[src/rtl/led_fader_pkg.sv]
// Shared types and default parameters for the LED fader.
package led_fader_pkg;

   localparam int DEF_NUM_LEDS = 8;
   localparam int DEF_PWM_BITS = 8;
   localparam int DEF_TICK_DIV = 50000;

   typedef enum logic [1:0] {
      OFF  = 2'd0,
      RISE = 2'd1,
      ON   = 2'd2,
      FALL = 2'd3
   } fade_state_t;

endpackage

[src/rtl/led_fader_channel.sv]
// One LED channel: fade FSM, brightness level and registered PWM compare.
// Define LED_FADER_GAMMA_EN to apply a squared (gamma) brightness curve.
//
// state | meaning
// OFF   | dark, lvl = 0, waiting for req
// RISE  | stepping lvl up by one per tick
// ON    | fully lit, lvl = MAX, waiting for req to drop
// FALL  | stepping lvl down by one per tick
import led_fader_pkg::*;

module led_fader_channel #(
   parameter int PWM_BITS = DEF_PWM_BITS
) (
   input  logic                clk_clk,
   input  logic                reset_reset,
   input  logic                req,
   input  logic                tick,
   input  logic                fade_en,
   input  logic [PWM_BITS-1:0] pwm_cnt,
   output logic                led,
   output logic                ramping
);

   localparam logic [PWM_BITS-1:0] MAX    = '1;
   localparam logic [PWM_BITS-1:0] MAX_M1 = MAX - 1'b1;
   localparam logic [PWM_BITS-1:0] ONE    = PWM_BITS'(1);

   fade_state_t         state;
   logic [PWM_BITS-1:0] lvl;
   logic [PWM_BITS-1:0] duty;

`ifdef LED_FADER_GAMMA_EN
   logic [2*PWM_BITS-1:0] lvl_sq;
   assign lvl_sq = {{PWM_BITS{1'b0}}, lvl} * {{PWM_BITS{1'b0}}, lvl};
   assign duty   = lvl_sq[2*PWM_BITS-1:PWM_BITS];
`else
   assign duty = lvl;
`endif

   assign ramping = (state == RISE) || (state == FALL);

   always_ff @(posedge clk_clk) begin
      if (reset_reset) begin
         state <= OFF;
         lvl   <= '0;
         led   <= 1'b0;
      end else begin
         // End points are forced so full-on and full-off never flicker.
         led <= (lvl == MAX) || ((lvl != '0) && (duty > pwm_cnt));
         if (!fade_en) begin
            if (req) begin
               lvl   <= MAX;
               state <= ON;
            end else begin
               lvl   <= '0;
               state <= OFF;
            end
         end else begin
            unique case (state)
               OFF: if (req) state <= RISE;
               RISE: begin
                  if (!req) begin
                     state <= FALL;
                  end else if (tick) begin
                     if (lvl != MAX) lvl <= lvl + 1'b1;
                     if (lvl >= MAX_M1) state <= ON;
                  end
               end
               ON: if (!req) state <= FALL;
               FALL: begin
                  if (req) begin
                     state <= RISE;
                  end else if (tick) begin
                     if (lvl != '0) lvl <= lvl - 1'b1;
                     if (lvl <= ONE) state <= OFF;
                  end
               end
               default: state <= OFF;
            endcase
         end
      end
   end

endmodule

[src/rtl/led_fader.sv]
// Multi-channel LED fader: input register, shared fade-step prescaler and PWM
// counter, one led_fader_channel per LED. Optional macro: LED_FADER_GAMMA_EN.
import led_fader_pkg::*;

module led_fader #(
   parameter int NUM_LEDS = DEF_NUM_LEDS,
   parameter int PWM_BITS = DEF_PWM_BITS,
   parameter int TICK_DIV = DEF_TICK_DIV
) (
   input  logic                clk_clk,
   input  logic                reset_reset,
   input  logic [NUM_LEDS-1:0] leds_in,
   input  logic                fade_en,
   output logic [NUM_LEDS-1:0] leds_out,
   output logic                busy
);

   localparam int PW = (TICK_DIV > 1) ? $clog2(TICK_DIV) : 1;
   localparam logic [PW-1:0] PRESC_LAST = PW'(TICK_DIV - 1);

   logic [NUM_LEDS-1:0] req;
   logic [PW-1:0]       presc;
   logic [PWM_BITS-1:0] pwm_cnt;
   logic                tick;
   logic [NUM_LEDS-1:0] ramping;

   assign tick = (presc == PRESC_LAST);

   always_ff @(posedge clk_clk) begin
      if (reset_reset) begin
         req     <= '0;
         presc   <= '0;
         pwm_cnt <= '0;
         busy    <= 1'b0;
      end else begin
         req     <= leds_in;
         presc   <= tick ? '0 : presc + 1'b1;
         pwm_cnt <= pwm_cnt + 1'b1;
         busy    <= |ramping;
      end
   end

   for (genvar i = 0; i < NUM_LEDS; i++) begin : g_ch
      led_fader_channel #(
         .PWM_BITS(PWM_BITS)
      ) u_ch (
         .clk_clk    (clk_clk),
         .reset_reset(reset_reset),
         .req        (req[i]),
         .tick       (tick),
         .fade_en    (fade_en),
         .pwm_cnt    (pwm_cnt),
         .led        (leds_out[i]),
         .ramping    (ramping[i])
      );
   end

endmodule
[config.mk]
export PLATFORM = sky130hd
export DESIGN_NAME = led_fader
export DESIGN_NICKNAME = d
export VERILOG_FILES = /design/src/rtl/led_fader_pkg.sv /design/src/rtl/led_fader_channel.sv /design/src/rtl/led_fader.sv
export SDC_FILE = /design/constraint.sdc
export NUM_CORES = 1
export LEC_CHECK = 0
export BUFFER_PORTS_ARGS = -buffer_cell sky130_fd_sc_hd__buf_4
export CAP_MARGIN = 10
export CORE_MARGIN = 5
export CORE_UTILIZATION = 65
export CTS_CLUSTER_SIZE = 14
export DETAILED_ROUTE_END_ITERATION = 6
export HOLD_SLACK_MARGIN = 0.1
export PLACE_DENSITY = 0.87
export SKIP_LAST_GASP = 1
export SLEW_MARGIN = 20
export SYNTH_ARGS = -nofsm -noshare
export SYNTH_HDL_FRONTEND = slang
export SYNTH_SLANG_ARGS = --single-unit
[constraint.sdc]
create_clock -name clk_clk -period 5.89 [get_ports clk_clk]
set_input_delay 0.589 -clock clk_clk [delete_from_list [all_inputs] [get_ports clk_clk]]
set_output_delay 0.589 -clock clk_clk [all_outputs]
set_load 0.1 [all_outputs]
==> run_results.csv, run 1 <==
group,metric,value,unit
yosys,ys.flop_type,"dfxtp_1",
power,leakagePower,3.97,nW
floorplan,die_h,130,um
drt,ant_nets,0,
drt,dr_wl_met2,10.3,mm
drt,top_layer,"met4",
drt,vias,8163,
place,port_buffers,19,
yosys,synth_cell_types,76,
cts,clockRootBuffer,"clkbuf_16",
setup_path,required,6200,ps
floorplan,die_x,130,um
drt,first_pass_iters,6,
setup_path,worstSetupStartpointType,"flop",
setup_path,cp-end-kind,"flop",
yosys,synthArstFlopShare,0,%
yosys,syn-num-nets,1274,
yosys,synth_edf_count,0,
setup_path,r2r_slack,3240,ps
place,dp_cells,1265,
cells_and_area,multi_input_area,6390,um2
cells_and_area,final_nets,1253,
setup_path,ff2ff_path_depth,7,
cells_and_area,syn_to_final_growth,8.02,%
floorplan,dieArea,16800,um2
grt,grt_max_degree,49,
drt,drc_errors,0,
timing,setup_viol,0,
power,power_density,261,nW/um2
setup_path,r2r_start,"presc[0]",
setup_path,cp.arrival,2960,ps
cells_and_area,seq_area,2420,um2
cts,cts_resized,0,
cells_and_area,diodes,0,
floorplan,start_util,66.5,%
cells_and_area,drive_above_1_share,7.62,%
yosys,netlist_area,9310,um2
grt,grt_usage,27.0,%
grt,gr-total-overflow,0,
timing,slew_violations,0,
cts,cts_hold_buf,0,
timing,final.period_utilization,44.9,%
cts,cts_sinks,121,
drt,met1Wirelength,9.56,mm
timing,setup-tns-final,0,ps
drt,avgViaCountPerCell,6.30,
cells_and_area,final_area,10100,um2
setup_path,cp_max_fo,15,
cells_and_area,fin_cells,1296,
timing,rsz0062_at_grt,"no",
cts,cts_tree,"done",
yosys,ys_seq_area_share,26.0,%
yosys,avgSynthCellArea,8.27,um2
grt,grt_pass1_vias,7827,
yosys,synth_top_cells_by_count,"ha_1 (138), dfxtp_1 (121), a21oi_1 (99)",
cts,htreeDepth,4,
setup_path,crit_type,"reg -> reg",
power,power,0.00262,W
yosys,yosysMostFrequentCell,"ha_1",
timing,period_needed,2650,ps
floorplan,rows,43,
grt,antenna_found_initial,0,
timing,hold_viol_final,0,
power,peakVddDrop,378,uV
grt,grt_pass1_wl,36.9,mm
drt,wl_per_cell,17.0,um
place,gp_congestion,0.921,
run_status,outcome,"finished clean",
hold_path,whs_path_depth,2,
timing,maxSlewHeadroom,51.9,%
cells_and_area,fill_cells,1036,
hold_path,hold_path_class,"in -> reg",
yosys,synth_top_area_share,26.0,%
timing,skew,7.77,ps
cts,clk_pin_slew,60,ps
cts,clkLatencyLatePin,420,ps
drt,met3WireLength,1.37,mm
place,dp_hpwl,14.7,mm
floorplan,ios,20,
hold_path,min_from,"leds_in[2]",
flow_run,maxCapViolCount,0,
hold_path,min_to,"req[2]",
timing,fmax,378,MHz
yosys,syn_inst,1125,
drt,drtIter0Drc,670,
timing,worst_pin_slew,720,ps
timing,holdWs,378,ps
yosys,ys_warn_count,0,
yosys,synth_top_area_cell,"dfxtp_1",
yosys,ys_top_cells_by_area,"dfxtp_1 (26%), ha_1 (19%), a21oi_1 (5.3%)",
drt,wl,22.0,mm
floorplan,coreArea,14000,um2
setup_path,timing.rr.end,"g_ch[7].u_ch.state[0]",
cts,cts_buffer_depth,2,
place,dpl-instance-area,9400,um2
yosys,synth.ff_latch_count,121,
cts,cts_made_buffers,17,
cts,cts_setup_buffers,0,
## cell usage in the layout, fill, tap and decap left out, types with 9 or more instances in the layout
master / n
ha_1: 138
nor3_1: 33
nor2b_1: 31
a31oi_1: 12
dfxtp_1: 121
o31ai_1: 10
and3_1: 11
nor4_1: 9
nand2b_1: 11
a211oi_1: 9
buf_4: 20
inv_1: 55
a21o_1: 16
or3_1: 11
nand3_1: 27
nor2_1: 90
nand4_1: 24
clkbuf_16: 17
nand4b_1: 12
o21ai_1: 16
xor2_1: 44
a21oi_1: 99
nand2_1: 78
o21ai_0: 33
xnor2_1: 40
mux2i_1: 13
## sequential cells by signal, summed over array words and instances, names as in the netlist
| register | cells |
|---|---|
| g_ch.u_ch.duty | 64 |
| g_ch.u_ch.state | 16 |
| presc | 16 |
| g_ch.u_ch.led | 8 |
| pwm_cnt | 8 |
| req | 8 |
| busy | 1 |
## power by group
group / switching [W] / total (W) / internal (W)
Clock: 0.000369 / 0.00116 / 0.000791
Combinational: 0.000307 / 0.000504 / 0.000197
Sequential: 0.0000820 / 0.000955 / 0.000873
Total: 0.000758 / 0.00262 / 0.00186
## layer usage
layer | global-route usage [%] | vias up
li1 | - | 3998
met1 | 34.4 | 3815
met2 | 44.0 | 288
met3 | 5.36 | 62
met4 | 12.2 | 0
met5 | 0 | -
## critical path: stages, from the launching register on
cell and delay [ps]:
dfxtp_1 370, ha_1 210, and3_1 250, nand4_2 570, o32ai_1 480, o21ai_1 140, a21oi_1 160, mux2_2 340
## cell families after synthesis
group	synth area share (%)
XOR/XNOR	7.90
adder cells (fa/ha/maj)	18.6
flip-flops	26.0
multiplexers	2.00
AND/OR/NAND/NOR	21.7
AO/OA/AOI/OAI	18.6
buffers and inverters	5.28
## layout make-up
class / count / area share (%)
multi-input cells: 888 / 63.6
flip-flops and latches: 121 / 24.1
clock buffers: 23 / 4.85
well taps: 180 / 2.24
inverters: 56 / 2.09
clock inverters: 8 / 1.64
repair buffers: 20 / 1.49
## per-stage QoR
stage,setup WS [ps],utilization (%)
after CTS,3260,71.9
after floorplan,3890,-
after detailed placement,3220,67.2
after global placement,3300,67.2
after global routing,3050,71.9
final,3240,71.9
## worst max-delay path by stage
stage	start	end	slack, ps
floorplan	g_ch[7].u_ch.state[1]	g_ch[7].u_ch.state[0]	3890
global placement	reset_reset	g_ch[7].u_ch.state[0]	3300
detailed placement	reset_reset	g_ch[7].u_ch.state[0]	3220
CTS	presc[0]	g_ch[7].u_ch.state[0]	3260
global route	presc[0]	g_ch[6].u_ch.duty[5]	3050
finish	presc[0]	g_ch[7].u_ch.state[0]	3240
Note: power is estimated with default switching activity, not from simulation.
==> run 2: changes to the inputs <==
--- a/config.mk
+++ b/config.mk
@@ -8,11 +8,11 @@
 export BUFFER_PORTS_ARGS = -buffer_cell sky130_fd_sc_hd__buf_4
 export CAP_MARGIN = 10
 export CORE_MARGIN = 5
-export CORE_UTILIZATION = 65
+export CORE_UTILIZATION = 64
 export CTS_CLUSTER_SIZE = 14
 export DETAILED_ROUTE_END_ITERATION = 6
 export HOLD_SLACK_MARGIN = 0.1
-export PLACE_DENSITY = 0.87
+export PLACE_DENSITY = 0.86
 export SKIP_LAST_GASP = 1
 export SLEW_MARGIN = 20
 export SYNTH_ARGS = -nofsm -noshare
==> constraint.sdc (replaced) <==
create_clock -name clk_clk -period 2.8 [get_ports clk_clk]
set_input_delay 0.28 -clock clk_clk [delete_from_list [all_inputs] [get_ports clk_clk]]
set_output_delay 0.28 -clock clk_clk [all_outputs]
set_load 0.1 [all_outputs]
==> run 2 against run 1 <==
Compared with the run above:
- clock skew is 0.94 ps lower
- fmax is 15% higher
- count of clock-buffer cells in the layout is 3 lower
- first-iteration DRC count is 18% higher
- design area is 0.71% higher
- worst hold slack worse by 61 ps
- utilization is 1.7 points lower
- global-route usage is 0.35 points lower
- sequential share of layout area is 0.17 points lower
- critical endpoint is now g_ch[4].u_ch.duty[5]
==> run_results.csv, run 2 (synthesis results as in run 1) <==
group,metric,value,unit
power,leakagePower,3.99,nW
run_status,outcome,"finished clean",
drt,ant_nets,0,
cells_and_area,fin_cells,1313,
place,gp_congestion,0.870,
place,dp_cells,1273,
cts,clk_pin_slew,60,ps
cts,cts_buffer_depth,2,
cells_and_area,final_nets,1265,
grt,antenna_found_initial,0,
floorplan,rows,44,
floorplan,dieArea,17100,um2
cells_and_area,fill_cells,1124,
timing,holdWs,317,ps
flow_run,maxCapViolCount,0,
timing,setup-tns-final,0,ps
cells_and_area,layout_common_cells,"ha_1 (138), dfxtp_1 (121), a21oi_1 (99), nor2_1 (90), nand2_1 (78)",
hold_path,min_from,"fade_en",
drt,drc_errors,0,
cells_and_area,largest_register_ffs,64,
floorplan,ios,20,
place,dpl-instance-area,9450,um2
cells_and_area,diodes,0,
timing,worst_pin_slew,717,ps
power,p_int,0.00368,W
timing,setup_viol,0,
power,power_frac_clock,41.9,%
cts,cts_setup_buffers,0,
grt,grt_pass1_vias,7708,
place,dp_hpwl,14.7,mm
cts,cts_hold_buf,8,
cts,cts_sinks,121,
setup_path,required,3080,ps
cells_and_area,final_area,10100,um2
cells_and_area,drive_above_1_share,7.97,%
hold_path,hold_path_class,"in -> reg",
grt,grt_usage,26.6,%
power,p_sw,0.00162,W
grt,gr-total-overflow,0,
setup_path,cp.arrival,2570,ps
place,port_buffers,19,
cts,htreeDepth,4,
setup_path,cpMaxStageDelayCell,"and4_1",
cells_and_area,syn_to_final_growth,8.79,%
drt,first_pass_iters,5,
grt,grt_max_degree,40,
cts,cts_tree,"done",
timing,period_needed,2290,ps
power,peakVddDrop,357,uV
drt,wl,22.0,mm
setup_path,path_cells,"ha_1, and3_1, and4_1, o21a_1, nand2_1, xor2_1, a21oi_1",
setup_path,ff2ff_path_depth,7,
floorplan,die_x,131,um
cts,clockRootBuffer,"clkbuf_16",
timing,slew_violations,0,
setup_path,timing.rr.end,"g_ch[4].u_ch.duty[5]",
drt,avgViaCountPerCell,6.19,
timing,fmax,436,MHz
timing,final.period_utilization,81.9,%
setup_path,worstSetupStartpointType,"flop",
hold_path,min_to,"g_ch[5].u_ch.duty[4]",
drt,vias,8123,
floorplan,start_util,64.5,%
power,swShare,30.6,%
timing,maxSlewHeadroom,52.2,%
hold_path,whs_path_depth,2,
floorplan,coreArea,14400,um2
cells_and_area,layout_commonest_cell,"ha_1",
setup_path,r2r_start,"presc[0]",
grt,grt_pass1_wl,36.4,mm
setup_path,r2r_slack,510,ps
timing,hold_viol_final,0,
setup_path,cp_max_fo,10,
drt,wl_per_cell,16.7,um
setup_path,crit_type,"reg -> reg",
timing,skew,6.83,ps
setup_path,cpPeakStageDelay,540,ps
floorplan,die_h,131,um
power,power_frac_seq,37.9,%
setup_path,cp-end-kind,"flop",
cts,cts_made_buffers,17,
cts,cts_resized,0,
power,power_density,523,nW/um2
drt,drtIter0Drc,788,
cts,clkLatencyLatePin,420,ps
timing,rsz0062_at_grt,"no",
power,combPwrFrac,20.2,%
[run 2: changes by cell type in the layout (fill, tap and decap cells not counted), sizes merged]
cell	previous run	this run
dlygate4sd3	0	8
clkbuf	23	20
clkinv	4	7
bufinv	5	3
clkinvlp	0	3
buf	20	24
[run 2: worst max path at each step]
stage / start / slack, ps / endpoint
floorplan: g_ch[7].u_ch.state[1] / 800 / g_ch[7].u_ch.state[0]
global placement: presc[0] / 590 / g_ch[4].u_ch.duty[6]
detailed placement: presc[0] / 530 / g_ch[4].u_ch.duty[5]
CTS: presc[0] / 510 / g_ch[5].u_ch.duty[2]
global route: presc[0] / 320 / g_ch[4].u_ch.duty[6]
finish: presc[0] / 510 / g_ch[4].u_ch.duty[5]
[run 2: cell type report]
class                           instances  area [um2]  area share, %
Clock inverter                         12         150           1.48
Timing Repair Buffer                   32         273           2.69
Clock buffer                           20         447           4.41
Inverter                               56         210           2.08
Tap cell                              184         230           2.27
Multi-Input combinational cell        888        6390           63.1
Sequential cell                       121        2420           23.9
[run 2: power by group through the flow]
stage	registers (W)	clock network (W)	logic, W
2_1_floorplan	0.00198	0	0.000876
3_3_place_gp	0.00203	0	0.00100
3_5_place_dp	0.00204	0	0.00103
4_1_cts	0.00200	0.00225	0.00106
5_1_grt	0.00203	0.00234	0.00118
6_report	0.00201	0.00222	0.00107
[run 2: worst max-delay path, delay by kind of cell (launching register included)]
kind	cells	cell delay (ps)
simple gates	3	910
flops	1	360
fa+ha+maj	1	210
xor+xnor	1	160
compound gates	2	490
[run 2: metrics by stage]
| stage | total power, W | setup WS, ps | utilization (%) |
|---|---|---|---|
| floorplan | 0.00286 | 801 | - |
| global placement | 0.00303 | 590 | 65.5 |
| detailed placement | 0.00307 | 533 | 65.5 |
| CTS | 0.00532 | 510 | 70.2 |
| global route | 0.00555 | 320 | 70.2 |
| finish | 0.00530 | 506 | 70.2 |
[run 2: metal layers]
layer	vias to the layer above	track usage (%)	share of wire [%]
met5	-	0	0
met4	0	12.8	3.4
met3	63	4.19	5.9
met2	275	44.7	48
met1	3775	33.3	43
li1	4010	-	-
